<file path="src/rtl/serial_port_if.sv">
`default_nettype none
// ============================================================================
// Module   : serial_port_if
// Brief    : Processor-side byte handshake between the CPU and serial_port.
// Revision : 1.0 - initial release
// ============================================================================
interface serial_port_if;
    logic       rden_in;
    logic       wren_in;
    logic [7:0] data_in;
    logic [7:0] data_out;
    logic       valid_out;
    logic       ready_out;

    modport master (
        output rden_in, wren_in, data_in,
        input  data_out, valid_out, ready_out
    );

    modport slave (
        input  rden_in, wren_in, data_in,
        output data_out, valid_out, ready_out
    );
endinterface
`default_nettype wire

</file>
<file path="src/rtl/serial_port.sv">
`default_nettype none
// ============================================================================
// Module   : serial_port (+ serial_port_fifo)
// Brief    : FIFO-buffered 8N1 UART responder for the processor serial bus.
// Revision : 1.0 - initial release
// ============================================================================
module serial_port_fifo #(
    parameter int AW = 3
) (
    input  wire logic       clk,
    input  wire logic       reset,
    input  wire logic       push,
    input  wire logic       pop,
    input  wire logic [7:0] wdata,
    output logic      [7:0] rdata,
    output logic            empty,
    output logic            full
);
    localparam int            c_depth      = 1 << AW;
    localparam logic [AW:0]   c_full_count = (AW + 1)'(c_depth);

    logic [7:0]    r_mem [c_depth];
    logic [AW-1:0] r_wr_ptr;
    logic [AW-1:0] r_rd_ptr;
    logic [AW:0]   r_count;
    logic          w_push;
    logic          w_pop;

    assign empty  = (r_count == '0);
    assign full   = (r_count == c_full_count);
    // Acceptance uses the pre-pop count, so a push into a full FIFO is refused
    // even when a pop happens in the same cycle.
    assign w_push = push && !full;
    assign w_pop  = pop && !empty;
    assign rdata  = empty ? 8'h00 : r_mem[r_rd_ptr];

    always_ff @(posedge clk) begin
        if (reset) begin
            r_wr_ptr <= '0;
            r_rd_ptr <= '0;
            r_count  <= '0;
        end else begin
            if (w_push) r_wr_ptr <= r_wr_ptr + AW'(1);
            if (w_pop)  r_rd_ptr <= r_rd_ptr + AW'(1);
            case ({w_push, w_pop})
                2'b10:   r_count <= r_count + (AW + 1)'(1);
                2'b01:   r_count <= r_count - (AW + 1)'(1);
                default: r_count <= r_count;
            endcase
        end
    end

    always_ff @(posedge clk) begin
        if (w_push) r_mem[r_wr_ptr] <= wdata;
    end
endmodule

module serial_port #(
    parameter int CLKS_PER_BIT = 434,
    parameter int FIFO_AW      = 3
) (
    input  wire logic  clk,
    input  wire logic  reset,
    serial_port_if.slave bus,
    input  wire logic  uart_rx,
    output logic       uart_tx,
    output logic       rx_overrun_out,
    output logic       rx_frame_err_out
);
    localparam int                 c_cnt_w    = $clog2(CLKS_PER_BIT);
    localparam logic [c_cnt_w-1:0] c_bit_max  = c_cnt_w'(CLKS_PER_BIT - 1);
    localparam logic [c_cnt_w-1:0] c_half_max = c_cnt_w'(CLKS_PER_BIT / 2 - 1);
    localparam logic [c_cnt_w-1:0] c_cnt_one  = c_cnt_w'(1);

    typedef enum logic [1:0] {
        ST_IDLE  = 2'd0,
        ST_START = 2'd1,
        ST_DATA  = 2'd2,
        ST_STOP  = 2'd3
    } state_t;

    // ---------------- transmit path ----------------
    state_t             r_tx_state, w_tx_state_next;
    logic [c_cnt_w-1:0] r_tx_cnt,   w_tx_cnt_next;
    logic [2:0]         r_tx_idx,   w_tx_idx_next;
    logic [7:0]         r_tx_shift, w_tx_shift_next;
    logic               r_uart_tx;
    logic               w_tx_line;
    logic               w_tx_pop;
    logic [7:0]         w_tx_head;
    logic               w_tx_empty;
    logic               w_tx_full;

    serial_port_fifo #(.AW(FIFO_AW)) u_tx_fifo (
        .clk   (clk),
        .reset (reset),
        .push  (bus.wren_in),
        .pop   (w_tx_pop),
        .wdata (bus.data_in),
        .rdata (w_tx_head),
        .empty (w_tx_empty),
        .full  (w_tx_full)
    );

    assign bus.ready_out = !w_tx_full;
    assign uart_tx       = r_uart_tx;

    always_comb begin
        w_tx_state_next = r_tx_state;
        w_tx_cnt_next   = r_tx_cnt;
        w_tx_idx_next   = r_tx_idx;
        w_tx_shift_next = r_tx_shift;
        w_tx_pop        = 1'b0;
        w_tx_line       = 1'b1;
        case (r_tx_state)
            ST_IDLE: begin
                if (!w_tx_empty) begin
                    w_tx_pop        = 1'b1;
                    w_tx_shift_next = w_tx_head;
                    w_tx_cnt_next   = c_bit_max;
                    w_tx_state_next = ST_START;
                end
            end
            ST_START: begin
                w_tx_line = 1'b0;
                if (r_tx_cnt == '0) begin
                    w_tx_cnt_next   = c_bit_max;
                    w_tx_idx_next   = 3'd0;
                    w_tx_state_next = ST_DATA;
                end else begin
                    w_tx_cnt_next = r_tx_cnt - c_cnt_one;
                end
            end
            ST_DATA: begin
                w_tx_line = r_tx_shift[r_tx_idx];
                if (r_tx_cnt == '0) begin
                    w_tx_cnt_next = c_bit_max;
                    if (r_tx_idx == 3'd7) w_tx_state_next = ST_STOP;
                    else                  w_tx_idx_next   = r_tx_idx + 3'd1;
                end else begin
                    w_tx_cnt_next = r_tx_cnt - c_cnt_one;
                end
            end
            ST_STOP: begin
                // Last stop cycle doubles as the idle check: queued bytes
                // start immediately with no extra idle bit.
                if (r_tx_cnt == '0) begin
                    if (!w_tx_empty) begin
                        w_tx_pop        = 1'b1;
                        w_tx_shift_next = w_tx_head;
                        w_tx_cnt_next   = c_bit_max;
                        w_tx_state_next = ST_START;
                    end else begin
                        w_tx_state_next = ST_IDLE;
                    end
                end else begin
                    w_tx_cnt_next = r_tx_cnt - c_cnt_one;
                end
            end
            default: w_tx_state_next = ST_IDLE;
        endcase
    end

    always_ff @(posedge clk) begin
        if (reset) begin
            r_tx_state <= ST_IDLE;
            r_tx_cnt   <= '0;
            r_tx_idx   <= '0;
            r_tx_shift <= '0;
            r_uart_tx  <= 1'b1;
        end else begin
            r_tx_state <= w_tx_state_next;
            r_tx_cnt   <= w_tx_cnt_next;
            r_tx_idx   <= w_tx_idx_next;
            r_tx_shift <= w_tx_shift_next;
            r_uart_tx  <= w_tx_line;
        end
    end

    // ---------------- receive path ----------------
    logic               r_sync1;
    logic               r_sync2;
    state_t             r_rx_state, w_rx_state_next;
    logic [c_cnt_w-1:0] r_rx_cnt,   w_rx_cnt_next;
    logic [2:0]         r_rx_idx,   w_rx_idx_next;
    logic [7:0]         r_rx_shift, w_rx_shift_next;
    logic               w_rx_push;
    logic               w_set_overrun;
    logic               w_set_frame_err;
    logic               w_rx_empty;
    logic               w_rx_full;
    logic               r_overrun;
    logic               r_frame_err;

    serial_port_fifo #(.AW(FIFO_AW)) u_rx_fifo (
        .clk   (clk),
        .reset (reset),
        .push  (w_rx_push),
        .pop   (bus.rden_in),
        .wdata (r_rx_shift),
        .rdata (bus.data_out),
        .empty (w_rx_empty),
        .full  (w_rx_full)
    );

    assign bus.valid_out    = !w_rx_empty;
    assign rx_overrun_out   = r_overrun;
    assign rx_frame_err_out = r_frame_err;

    always_comb begin
        w_rx_state_next = r_rx_state;
        w_rx_cnt_next   = r_rx_cnt;
        w_rx_idx_next   = r_rx_idx;
        w_rx_shift_next = r_rx_shift;
        w_rx_push       = 1'b0;
        w_set_overrun   = 1'b0;
        w_set_frame_err = 1'b0;
        case (r_rx_state)
            ST_IDLE: begin
                if (!r_sync2) begin
                    w_rx_cnt_next   = c_half_max;
                    w_rx_state_next = ST_START;
                end
            end
            ST_START: begin
                if (r_rx_cnt == '0) begin
                    if (r_sync2) begin
                        w_rx_state_next = ST_IDLE;
                    end else begin
                        w_rx_cnt_next   = c_bit_max;
                        w_rx_idx_next   = 3'd0;
                        w_rx_state_next = ST_DATA;
                    end
                end else begin
                    w_rx_cnt_next = r_rx_cnt - c_cnt_one;
                end
            end
            ST_DATA: begin
                if (r_rx_cnt == '0) begin
                    w_rx_shift_next = {r_sync2, r_rx_shift[7:1]};
                    w_rx_cnt_next   = c_bit_max;
                    if (r_rx_idx == 3'd7) w_rx_state_next = ST_STOP;
                    else                  w_rx_idx_next   = r_rx_idx + 3'd1;
                end else begin
                    w_rx_cnt_next = r_rx_cnt - c_cnt_one;
                end
            end
            ST_STOP: begin
                // Leaving at the mid-stop sample lets the next start bit be
                // caught half a bit early.
                if (r_rx_cnt == '0) begin
                    w_rx_state_next = ST_IDLE;
                    if (!r_sync2)       w_set_frame_err = 1'b1;
                    else if (w_rx_full) w_set_overrun   = 1'b1;
                    else                w_rx_push       = 1'b1;
                end else begin
                    w_rx_cnt_next = r_rx_cnt - c_cnt_one;
                end
            end
            default: w_rx_state_next = ST_IDLE;
        endcase
    end

    always_ff @(posedge clk) begin
        if (reset) begin
            r_sync1     <= 1'b1;
            r_sync2     <= 1'b1;
            r_rx_state  <= ST_IDLE;
            r_rx_cnt    <= '0;
            r_rx_idx    <= '0;
            r_rx_shift  <= '0;
            r_overrun   <= 1'b0;
            r_frame_err <= 1'b0;
        end else begin
            r_sync1     <= uart_rx;
            r_sync2     <= r_sync1;
            r_rx_state  <= w_rx_state_next;
            r_rx_cnt    <= w_rx_cnt_next;
            r_rx_idx    <= w_rx_idx_next;
            r_rx_shift  <= w_rx_shift_next;
            r_overrun   <= r_overrun | w_set_overrun;
            r_frame_err <= r_frame_err | w_set_frame_err;
        end
    end
endmodule
`default_nettype wire

</file>
<file path="src/flat_wrapper.sv">
// flat-port wrapper written by rule: the top's interface ports become plain ports
module serial_port_flat 
#(
    parameter int CLKS_PER_BIT = 434,
    parameter int FIFO_AW      = 3
)
  (clk, reset, uart_rx, uart_tx, rx_overrun_out, rx_frame_err_out, bus_rden_in, bus_wren_in, bus_data_in, bus_data_out, bus_valid_out, bus_ready_out);
  serial_port_if bus_i ();
  input  wire logic clk;
  input  wire logic reset;
  input  wire logic uart_rx;
  output logic uart_tx;
  output logic rx_overrun_out;
  output logic rx_frame_err_out;
  input wire logic [$bits(bus_i.rden_in)-1:0] bus_rden_in;
  input wire logic [$bits(bus_i.wren_in)-1:0] bus_wren_in;
  input wire logic [$bits(bus_i.data_in)-1:0] bus_data_in;
  output wire logic [$bits(bus_i.data_out)-1:0] bus_data_out;
  output wire logic [$bits(bus_i.valid_out)-1:0] bus_valid_out;
  output wire logic [$bits(bus_i.ready_out)-1:0] bus_ready_out;
  assign bus_i.rden_in = bus_rden_in;
  assign bus_i.wren_in = bus_wren_in;
  assign bus_i.data_in = bus_data_in;
  assign bus_data_out = bus_i.data_out;
  assign bus_valid_out = bus_i.valid_out;
  assign bus_ready_out = bus_i.ready_out;
  serial_port #(.CLKS_PER_BIT(CLKS_PER_BIT), .FIFO_AW(FIFO_AW)) u_core (.clk(clk), .reset(reset), .bus(bus_i), .uart_rx(uart_rx), .uart_tx(uart_tx), .rx_overrun_out(rx_overrun_out), .rx_frame_err_out(rx_frame_err_out));
endmodule
</file>
<file path="config.mk">
export PLATFORM = sky130hd
export DESIGN_NAME = serial_port_flat
export DESIGN_NICKNAME = d
export VERILOG_FILES = /design/src/rtl/serial_port_if.sv /design/src/rtl/serial_port.sv /design/src/flat_wrapper.sv
export SDC_FILE = /design/constraint.sdc
export NUM_CORES = 1
export LEC_CHECK = 0
export ABC_AREA = 1
export CAP_MARGIN = 20
export CORE_AREA = 8 8 183 185
export DETAILED_ROUTE_END_ITERATION = 8
export DIE_AREA = 0 0 191 193
export GPL_ROUTABILITY_DRIVEN = 0
export MAX_ROUTING_LAYER = met4
export REMOVE_ABC_BUFFERS = 1
export SYNTH_ARGS = -nofsm -noshare
export SYNTH_HDL_FRONTEND = slang
export SYNTH_SLANG_ARGS = --single-unit
</file>
<file path="constraint.sdc">
create_clock -name clk -period 5.7 [get_ports clk]
set_input_delay 0.57 -clock clk [delete_from_list [all_inputs] [get_ports clk]]
set_output_delay 0.57 -clock clk [all_outputs]
set_load 0.02 [all_outputs]
</file>
# Word level (Yosys, flattened, before mapping)
# Memory sizes are Yosys's and may differ from the RTL's. A register that Yosys moved wholly into a read port is not among the register bits.
# Index checks and enable logic that the tools add are counted.
[word_totals] mem_bits_rw=128 mem_count=2 regBits=69
[memory_table] memory="u_core.u_rx_fifo.r_mem" words=8 width=8 read_ports=1 rd_ports_with_merged_regs=1 write_ports=1 line_no="serial_port.sv:22" source="logic [7:0] r_mem [c_depth];"
[memory_table] memory="u_core.u_tx_fifo.r_mem" words=8 width=8 read_ports=1 rd_ports_with_merged_regs=1 write_ports=1 line_no="serial_port.sv:22"
[op_classes] muxes=64 order_cmp=1 eq_ne=29 n_reduce_logical=27 addsub=12 n_bitwise=2
[ops] cell="$mux W9" n=8
[ops] cell="$pmux W9 S4" n=1
[ops] cell="$mux W3" n=11
[ops] cell="$pmux W9 S3" n=1
[ops] cell="$mux W8" n=3
[ops] cell="$mux W2" n=11
[ops] cell="$mux W1" n=19
[ops] cell="$add A3 B1 Y3 const B" n=6
[ops] cell="$logic_not A9 Y1" n=2
[ops] cell="$sub A9 B1 Y9 const B" n=2
[ops] cell="$ne A2 B1 Y1 const B" n=8
[ops] cell="$pmux W2 S4" n=2
[ops] cell="$pmux W4 S2" n=2
[ops] cell="$pmux W8 S2" n=1
[ops] cell="$reduce_and A5 Y1" n=3
[ops] cell="$eq A2 B2 Y1 const B" n=6
[ops] cell="$ne A2 B2 Y1 const B" n=6
[ops] cell="$pmux W3 S2" n=2
[ops] cell="$reduce_bool A2 Y1" n=5
[ops] cell="$add A4 B1 Y4 const B" n=2
[ops] cell="$eq A2 B1 Y1 const B" n=4
[ops] cell="$eq A4 B4 Y1 const B" n=2
[ops] cell="$logic_not A4 Y1" n=2
[ops] cell="$sub A4 B1 Y4 const B" n=2
[ops] cell="other kinds (13)" n=24

# Depth between registers and ports, before layout
# Gate-level depths: netlist of run 1.
[depth] word_depth=8 ltp_mapped=18

# Modules after synthesis
# From an unflattened synthesis of run 1, not the netlist that was laid out.
[unflattened] cells_unflattened=973 area_unflattened_um2=9183.8
[modules_own_cells] mod="serial_port_fifo" area_each_um2=3225.6 n_inst=2 seq_area_each_um2=2182.1 cells_per_inst=286
[modules_own_cells] mod="serial_port" area_each_um2=2732.6 n_inst=1 seq_area_each_um2=980.9 cells_per_inst=401

# Worst setup path after synthesis of run 1
# Ideal clock, no wire load.
[synth_timing] path_type="register to register" startpoint="reg u_core.r_rx_cnt[0]" endpoint="reg u_core.u_rx_fifo.r_count[3]" arrival_time_ns=2.185 synth_period_minus_slack_ns=2.298 n_path_buf=0 setup_slack_ns=3.402 path_stages_with_launch=18 path_cell_list="dfxtp_1 > inv_1 > ha_1 > nand2_1 > nor2_4 > nand2_4 > inv_2 > nand4_2 > ha_1 > ha_1 > nand2_1 > inv_1 > o21ai_0 > nand2_1 > nand2_1 > nand3_1 > nor2_1 > nor2_1"
[synth_via] elab_chain_len=6
[synth_rtl] element="start, declared" line_no="serial_port.sv:184" source="logic [c_cnt_w-1:0] r_rx_cnt, w_rx_cnt_next;"
[synth_rtl] element="start signal, assigned" line_no="serial_port.sv:278" source="r_rx_cnt <= w_rx_cnt_next;"
[synth_rtl] element="$logic_not A9 Y1 *" line_no="serial_port.sv:251" source="if (r_rx_cnt == '0) begin"
[synth_rtl] element="$mux W1 *" line_no="serial_port.sv:251"
[synth_rtl] element="$mux W1 *" line_no="serial_port.sv:218" source="case (r_rx_state)"
[synth_rtl] element="$logic_and A1 B1 Y1 *" line_no="serial_port.sv:33" source="assign w_push = push && !full;"
[synth_rtl] element="$eq A2 B1 Y1 or $eq A2 B2 Y1 (tied branches)" line_no="serial_port.sv:45" source="case ({w_push, w_pop})"
[synth_rtl] element="$pmux W4 S2 or $reduce_bool A2 Y1 (tied branches)"
[synth_rtl] element="end signal, assigned" line_no="serial_port.sv:46" source="2'b10: r_count <= r_count + (AW + 1)'(1);"
[synth_rtl] element="end signal, assigned" line_no="serial_port.sv:47" source="2'b01: r_count <= r_count - (AW + 1)'(1);"
[synth_rtl] element="end signal, assigned" line_no="serial_port.sv:48" source="default: r_count <= r_count;"
[synth_rtl] element="end, declared" line_no="serial_port.sv:25" source="logic [AW:0] r_count;"
# Every way passes the cells marked *; elsewhere a longest branch is shown, timed or not.
# A chain may end at the register's enable or synchronous reset.

==> flow_summary.toml, run 1 <==
[yosys]
synth.area.top_cells = "edfxtp_1 (43%), dfxtp_1 (17%), nor2_1 (8.2%)"
synthXorXnorAreaFrac_pct = 1.37
synth_simple_gate_area_share_pct = 18.7
synth_top_cell_by_area = "edfxtp_1"
synthMuxAreaShare_pct = 0
syn-cell-area_sq_um = 8980
synth_enable_flop_cells = 128
syn_inst = 955
async_flop_share_pct = 0
synth_adder_area_share_pct = 3.98
synth_top_area_share_pct = 42.8
synth.avg_cell_area_sq_um = 9.40
ys_warn_count = 0
yosysUniqueCellTypes = 39
synth_top_family_by_area = "simple AND/OR/NAND/NOR gates"
ys_seq_area_share_pct = 59.5
ys_ff_latch = 203
synth_ff_type = "edfxtp_1"
synth_compound_area_share_pct = 11.6

[clock_tree]
cts_tree = "yes"
numCtsBuffers = 22
clockRootBuffer = "clkbuf_16"
clkLatencyLatePin_ns = 0.51
clk_pin_slew_ns = 0.06
post_cts_buffers = 0
hold_buffers = 0
cts_max_path_buffers = 3
post_cts_resized = 0
h-tree-depth = 1
cts_sinks = 203

[placement]
dp_slack_ns = 2.81
hpwl_microns = 12400
io_buffer_count = 25

[hold_path]
hold_path.class = "register to register"
whs_endpoint = "u_core.u_rx_fifo.r_rd_ptr[2]"
holdPathStages = 2
hp-start = "u_core.u_rx_fifo.r_rd_ptr[2]"

[sta]
drv_slew = 0
tightest_slew_ns = 0.957
tns_ns = 0
slew_headroom_pct = 36.0
max_clock_freq_mhz = 295
setup_ws_ns = 2.31
setup_violations = 0
finClkSkew_ns = 0.0272
timing.hold.ws_ns = 0.468
finalCritPeriodShare_pct = 59.5
hold_violations = 0
period_needed_ns = 3.39
rsz0062_at_grt = "false"

[layout]
syn2layout_area_growth_pct = 16.0
drive_gt1_share_pct = 6.73
nFillCells = 3101
n_antenna_cell = 0
final_nets = 1020

[floorplanning]
initial_core_util_pct = 29.1
fp.dieArea_sq_um = 36900
core_sq_um = 30800
die_h_microns = 193
rows = 65
die_w_microns = 191
boundaryPins = 26

[power]
p_leak_nw = 4.01
ir_worst_vdd_mv = 0.293
p_per_area_nw_per_um2 = 501

[setup_path]
r2r_slack_ns = 3.08
reg2reg_to = "u_core.u_rx_fifo.r_count[3]"
required_ns = 5.13
path_cells = "buf_4, inv_1, o21ai_0, o21ai_0, o21ai_0, a31oi_1, clkdlybuf4s50_1"
cp-end-kind = "output port"
crit_path_max_fanout = 33
cpMostUsedCell = "o21ai_0"
r2r-start = "u_core.r_rx_cnt[0]"
slowest_stage = "clkdlybuf4s50_1"
worst-setup-path-type = "register to output port"
slowest_delay_ns = 0.63
start_kind = "register"
rr_worst_depth = 18
critical_path_arrival_ns = 2.82

[route]
viasPerCell = 4.56
num_vias = 6366
ant_nets = 0
drc = 0
drt_wl_total_microns = 18600
drtPass1Iterations = 5
drt_iter0_drc = 437
avgRoutedWirePerCell_microns = 13.3

[global_routing]
grt.total_usage_pct = 10.5
grt_pass1_vias = 6258
antenna_found_initial = 0
grt_overflow_total = 0
grt_max_degree = 34
grt_pass1_wl_microns = 31100

[run]
drv_cap = 0

[run_status]
status = "finished clean"
## placed cells by master (no fill, tap or decap), types with 3 or more instances in the layout
cell type        synthesis  routed
clkinv_2                 0       3
nor2_2                   4       4
nand2_1                136     136
nor2_1                 197     197
a21oi_1                 46      46
bufinv_16                0       4
nand4_1                  6       6
clkinv_1                 1       3
xor2_1                  10      10
o22ai_1                 17      17
nand3_1                 35      35
clkbuf_16                0      22
or2_2                    3       3
dfxtp_1                 75      75
o21ai_0                113     113
clkbuf_8                 0       3
edfxtp_1               128     128
o21ai_1                  5       5
ha_1                    27      27
inv_2                    4       4
xnor2_1                  4       4
nand2_2                  7       7
clkdlybuf4s50_1          0      25
a31oi_1                  9       9
nand3b_1                 4       4
inv_1                   78      78
buf_4                    0       4
## through the flow
step / total power [mW] / cell area, sq um / cells / utilization (%)
floorplan: 3.23 / 8850 / 926 / -
global placement: 3.70 / 9640 / 1357 / 31.3
detailed placement: 3.74 / 9640 / 1357 / 31.3
CTS: 5.26 / 10400 / 1397 / 33.8
global route: 5.62 / 10400 / 1397 / 33.8
finish: 5.22 / 10400 / 1397 / 33.8
## power breakdown
group | internal (mW) | leakage, nW | switching [mW]
Clock | 0.934 | 0.382 | 0.581
Combinational | 0.641 | 1.85 | 1.19
Sequential | 1.73 | 1.78 | 0.144
## worst max path at each step
stage	endpoint	slack (ns)	cells past startpoint
6_report	bus_data_out[1]	2.31	7
5_1_grt	bus_data_out[4]	2.04	7
4_1_cts	bus_data_out[3]	2.29	7
3_5_place_dp	bus_data_out[3]	2.81	7
3_3_place_gp	bus_data_out[4]	2.84	7
2_1_floorplan	bus_data_out[0]	3.33	5
## cells in the mapped netlist (3+ instances only)
cell      instances
or2_2             3
nor2_2            4
o21ai_1           5
buf_2             9
o21ai_0         113
nand3_1          35
nor2_1          197
dfxtp_1          75
edfxtp_1        128
nand2_1         136
o22ai_1          17
clkbuf_1         17
inv_1            78
inv_2             4
a31oi_1           9
a21oi_1          46
nand2_2           7
xor2_1           10
nand4_1           6
nand3b_1          4
ha_1             27
xnor2_1           4
## sequential cells by signal, indices dropped and copies added (netlist names), 4 cells and up, named ones only
name,count
u_core.u_rx_fifo.r_mem,64
u_core.r_rx_shift,8
u_core.r_tx_cnt,9
u_core.r_tx_shift,8
u_core.u_tx_fifo.r_mem,64
u_core.r_rx_cnt,9
u_core.u_rx_fifo.r_count,4
u_core.u_tx_fifo.r_count,4
## worst max-delay path, delay by kind of cell, from the launching register on
| kind | cells | cell delay [ns] |
|---|---|---|
| buffers and inverters | 3 | 1.44 |
| DFF | 1 | 0.29 |
| AOI/OAI and AO/OA | 4 | 0.58 |
## final cells by class
type                    instances  area, sq um  share of cell area [%]
inverters                      83          312                    2.99
multi-input cells             640         3200                    30.7
flip-flops and latches        203         5350                    51.3
well taps                     402          503                    4.83
repair buffers                 29          280                    2.69
clock buffers                  27          599                    5.75
clock inverters                13          184                    1.77
## layer usage
layer	share of wire, %	track usage, %
met5	0	-
met1	46	12.8
met2	47	17.5
met3	4.9	2.03
met4	2.5	3.16
## logic make-up after synthesis
kind of cell | count (synthesis)
buffers and inverters | 112
adder cells (fa/ha/maj) | 28
XOR/XNOR | 14
AO/OA/AOI/OAI | 197
AND/OR/NAND/NOR | 401
flip-flops | 203
No activity file was read; power rests on OpenSTA's default activity.
==> run 2: changes to the inputs <==
clock period = 2.9 ns   (was 5.7 ns; I/O delays follow)
==> run 2 against run 1 <==
  * Design area grew 0.70%
  * Combinational power grew 99%
  * Register-to-register slack lost 2.7 ns
  * Largest cell class unchanged
  * Power grew 92%
==> flow_summary.toml, run 2 (same netlist as run 1, synthesis figures left out) <==
[run]
drv_cap = 0

[route]
ant_nets = 0
avgRoutedWirePerCell_microns = 13.1
drc = 0
viasPerCell = 4.49
num_vias = 6371
drt_wl_total_microns = 18500
drtPass1Iterations = 5
drt_iter0_drc = 382

[layout]
drive_gt1_share_pct = 8.46
syn2layout_area_growth_pct = 16.8
final_cells = 1419
n_antenna_cell = 0
layout_common_cells = "nor2_1 (197), nand2_1 (136), edfxtp_1 (128)"
top_regs = "u_core.u_rx_fifo.r_mem: 64 flops, u_core.u_tx_fifo.r_mem: 64 flops"
final_nets = 1042
fin_area_sq_um = 10500
layout_commonest_cell = "nor2_1"

[sta]
max_clock_freq_mhz = 375
period_needed_ns = 2.67
setup_ws_ns = 0.231
rsz0062_at_grt = "false"
finClkSkew_ns = 0.0265
tns_ns = 0
slew_headroom_pct = 39.6
setup_violations = 0
finalCritPeriodShare_pct = 92.0
drv_slew = 0
tightest_slew_ns = 0.905
hold_violations = 0

[clock_tree]
cts_tree = "yes"
cts_sinks = 203
clkLatencyLatePin_ns = 0.52
numCtsBuffers = 23
cts_max_path_buffers = 3
h-tree-depth = 1
clockRootBuffer = "clkbuf_16"
clk_pin_slew_ns = 0.06

[placement]
io_buffer_count = 25
post-place-cells = 1378
dp_slack_ns = 0.360
placed_area_sq_um = 9790
hpwl_microns = 12300

[floorplanning]
initial_core_util_pct = 29.1
fp.dieArea_sq_um = 36900
die_h_microns = 193
core_sq_um = 30800
die_w_microns = 191
boundaryPins = 26
rows = 65

[setup_path]
worst-setup-path-type = "register to output port"
slowest_stage = "clkdlybuf4s50_1"
crit_path_max_fanout = 14
required_ns = 2.61
slowest_delay_ns = 0.63
cpMostUsedCell = "o21ai_0"
path_cells = "buf_4, nor2_1, nor2_1, o21ai_0, o21ai_0, o21ai_0, a31oi_1, clkdlybuf4s50_1"
crit_buf_inv = 2
start_kind = "register"
critical_path_arrival_ns = 2.38
cp-end-kind = "output port"
path_delay_family = "buffers and inverters"

[power]
ir_worst_vdd_mv = 0.478
p_leak_nw = 4.09
p_per_area_nw_per_um2 = 956
p_total_mw = 10.0

[global_routing]
grt.total_usage_pct = 10.4
grt_pass1_vias = 6190
grt_overflow_total = 0
antenna_found_initial = 0
grt_max_degree = 46
grt_pass1_wl_microns = 30800

[hold_path]
hold_path.class = "primary input to register"

[run_status]
status = "finished clean"
[run 2: cell count changes in the layout (fill, tap and decap cells not counted), sizes merged]
cell	change
buf	+21
bufinv	-3
clkbuf	+2
clkinv	+2
clkinvlp	-1
inv	+1
[run 2: final timing paths]
kind,start,endpoint,slack (ns),cells past startpoint
worst max-delay path,register,bus_data_out[5],0.23,8
worst min-delay path,uart_rx,u_core.r_sync1,0.36,2
worst max register to register,u_core.r_rx_cnt[0],u_core.u_rx_fifo.r_count[3],0.34,18
worst min register to register,u_core.r_sync1,u_core.r_sync2,0.41,1
[run 2: final cells by class]
cell class / count / area, sq um
fill: 3144 / 20300
sequential: 203 / 5350
multi-input combinational: 640 / 3200
clock buffer: 29 / 598
tap: 402 / 503
timing repair buffer: 50 / 438
inverter: 83 / 312
clock inverter: 12 / 97.6
[run 2: layer usage]
| layer | share of wire (%) | global-route usage (%) | vias up |
|---|---|---|---|
| met5 | 0 | - | - |
| met4 | 2.0 | 2.60 | 0 |
| met3 | 3.9 | 1.65 | 25 |
| met2 | 47 | 17.2 | 106 |
| met1 | 47 | 13.1 | 2929 |
| li1 | - | - | 3311 |
[run 2: stage by stage]
step / hold slack [ns] / util, %
detailed placement: 0.395 / 31.8
floorplan: 0.359 / -
CTS: 0.345 / 34.0
finish: 0.357 / 34.0
global placement: 0.393 / 31.8
global route: 0.374 / 34.0
[run 2: where the power goes]
group          internal [mW]  leakage (nW)  switching (mW)
clock network           1.56         0.347            1.13
logic                   1.30          1.96            2.35
registers               3.41          1.78           0.280
[run 2: repair_timing]
| item | in CTS | in global routing |
|---|---|---|
| setup buffers | 0 | 0 |
| hold buffers | 0 | 0 |
| setup endpoints to repair | 1 | 8 |
| gates resized for setup | 1 | 1 |
| endpoints found under the hold margin | 0 | 0 |
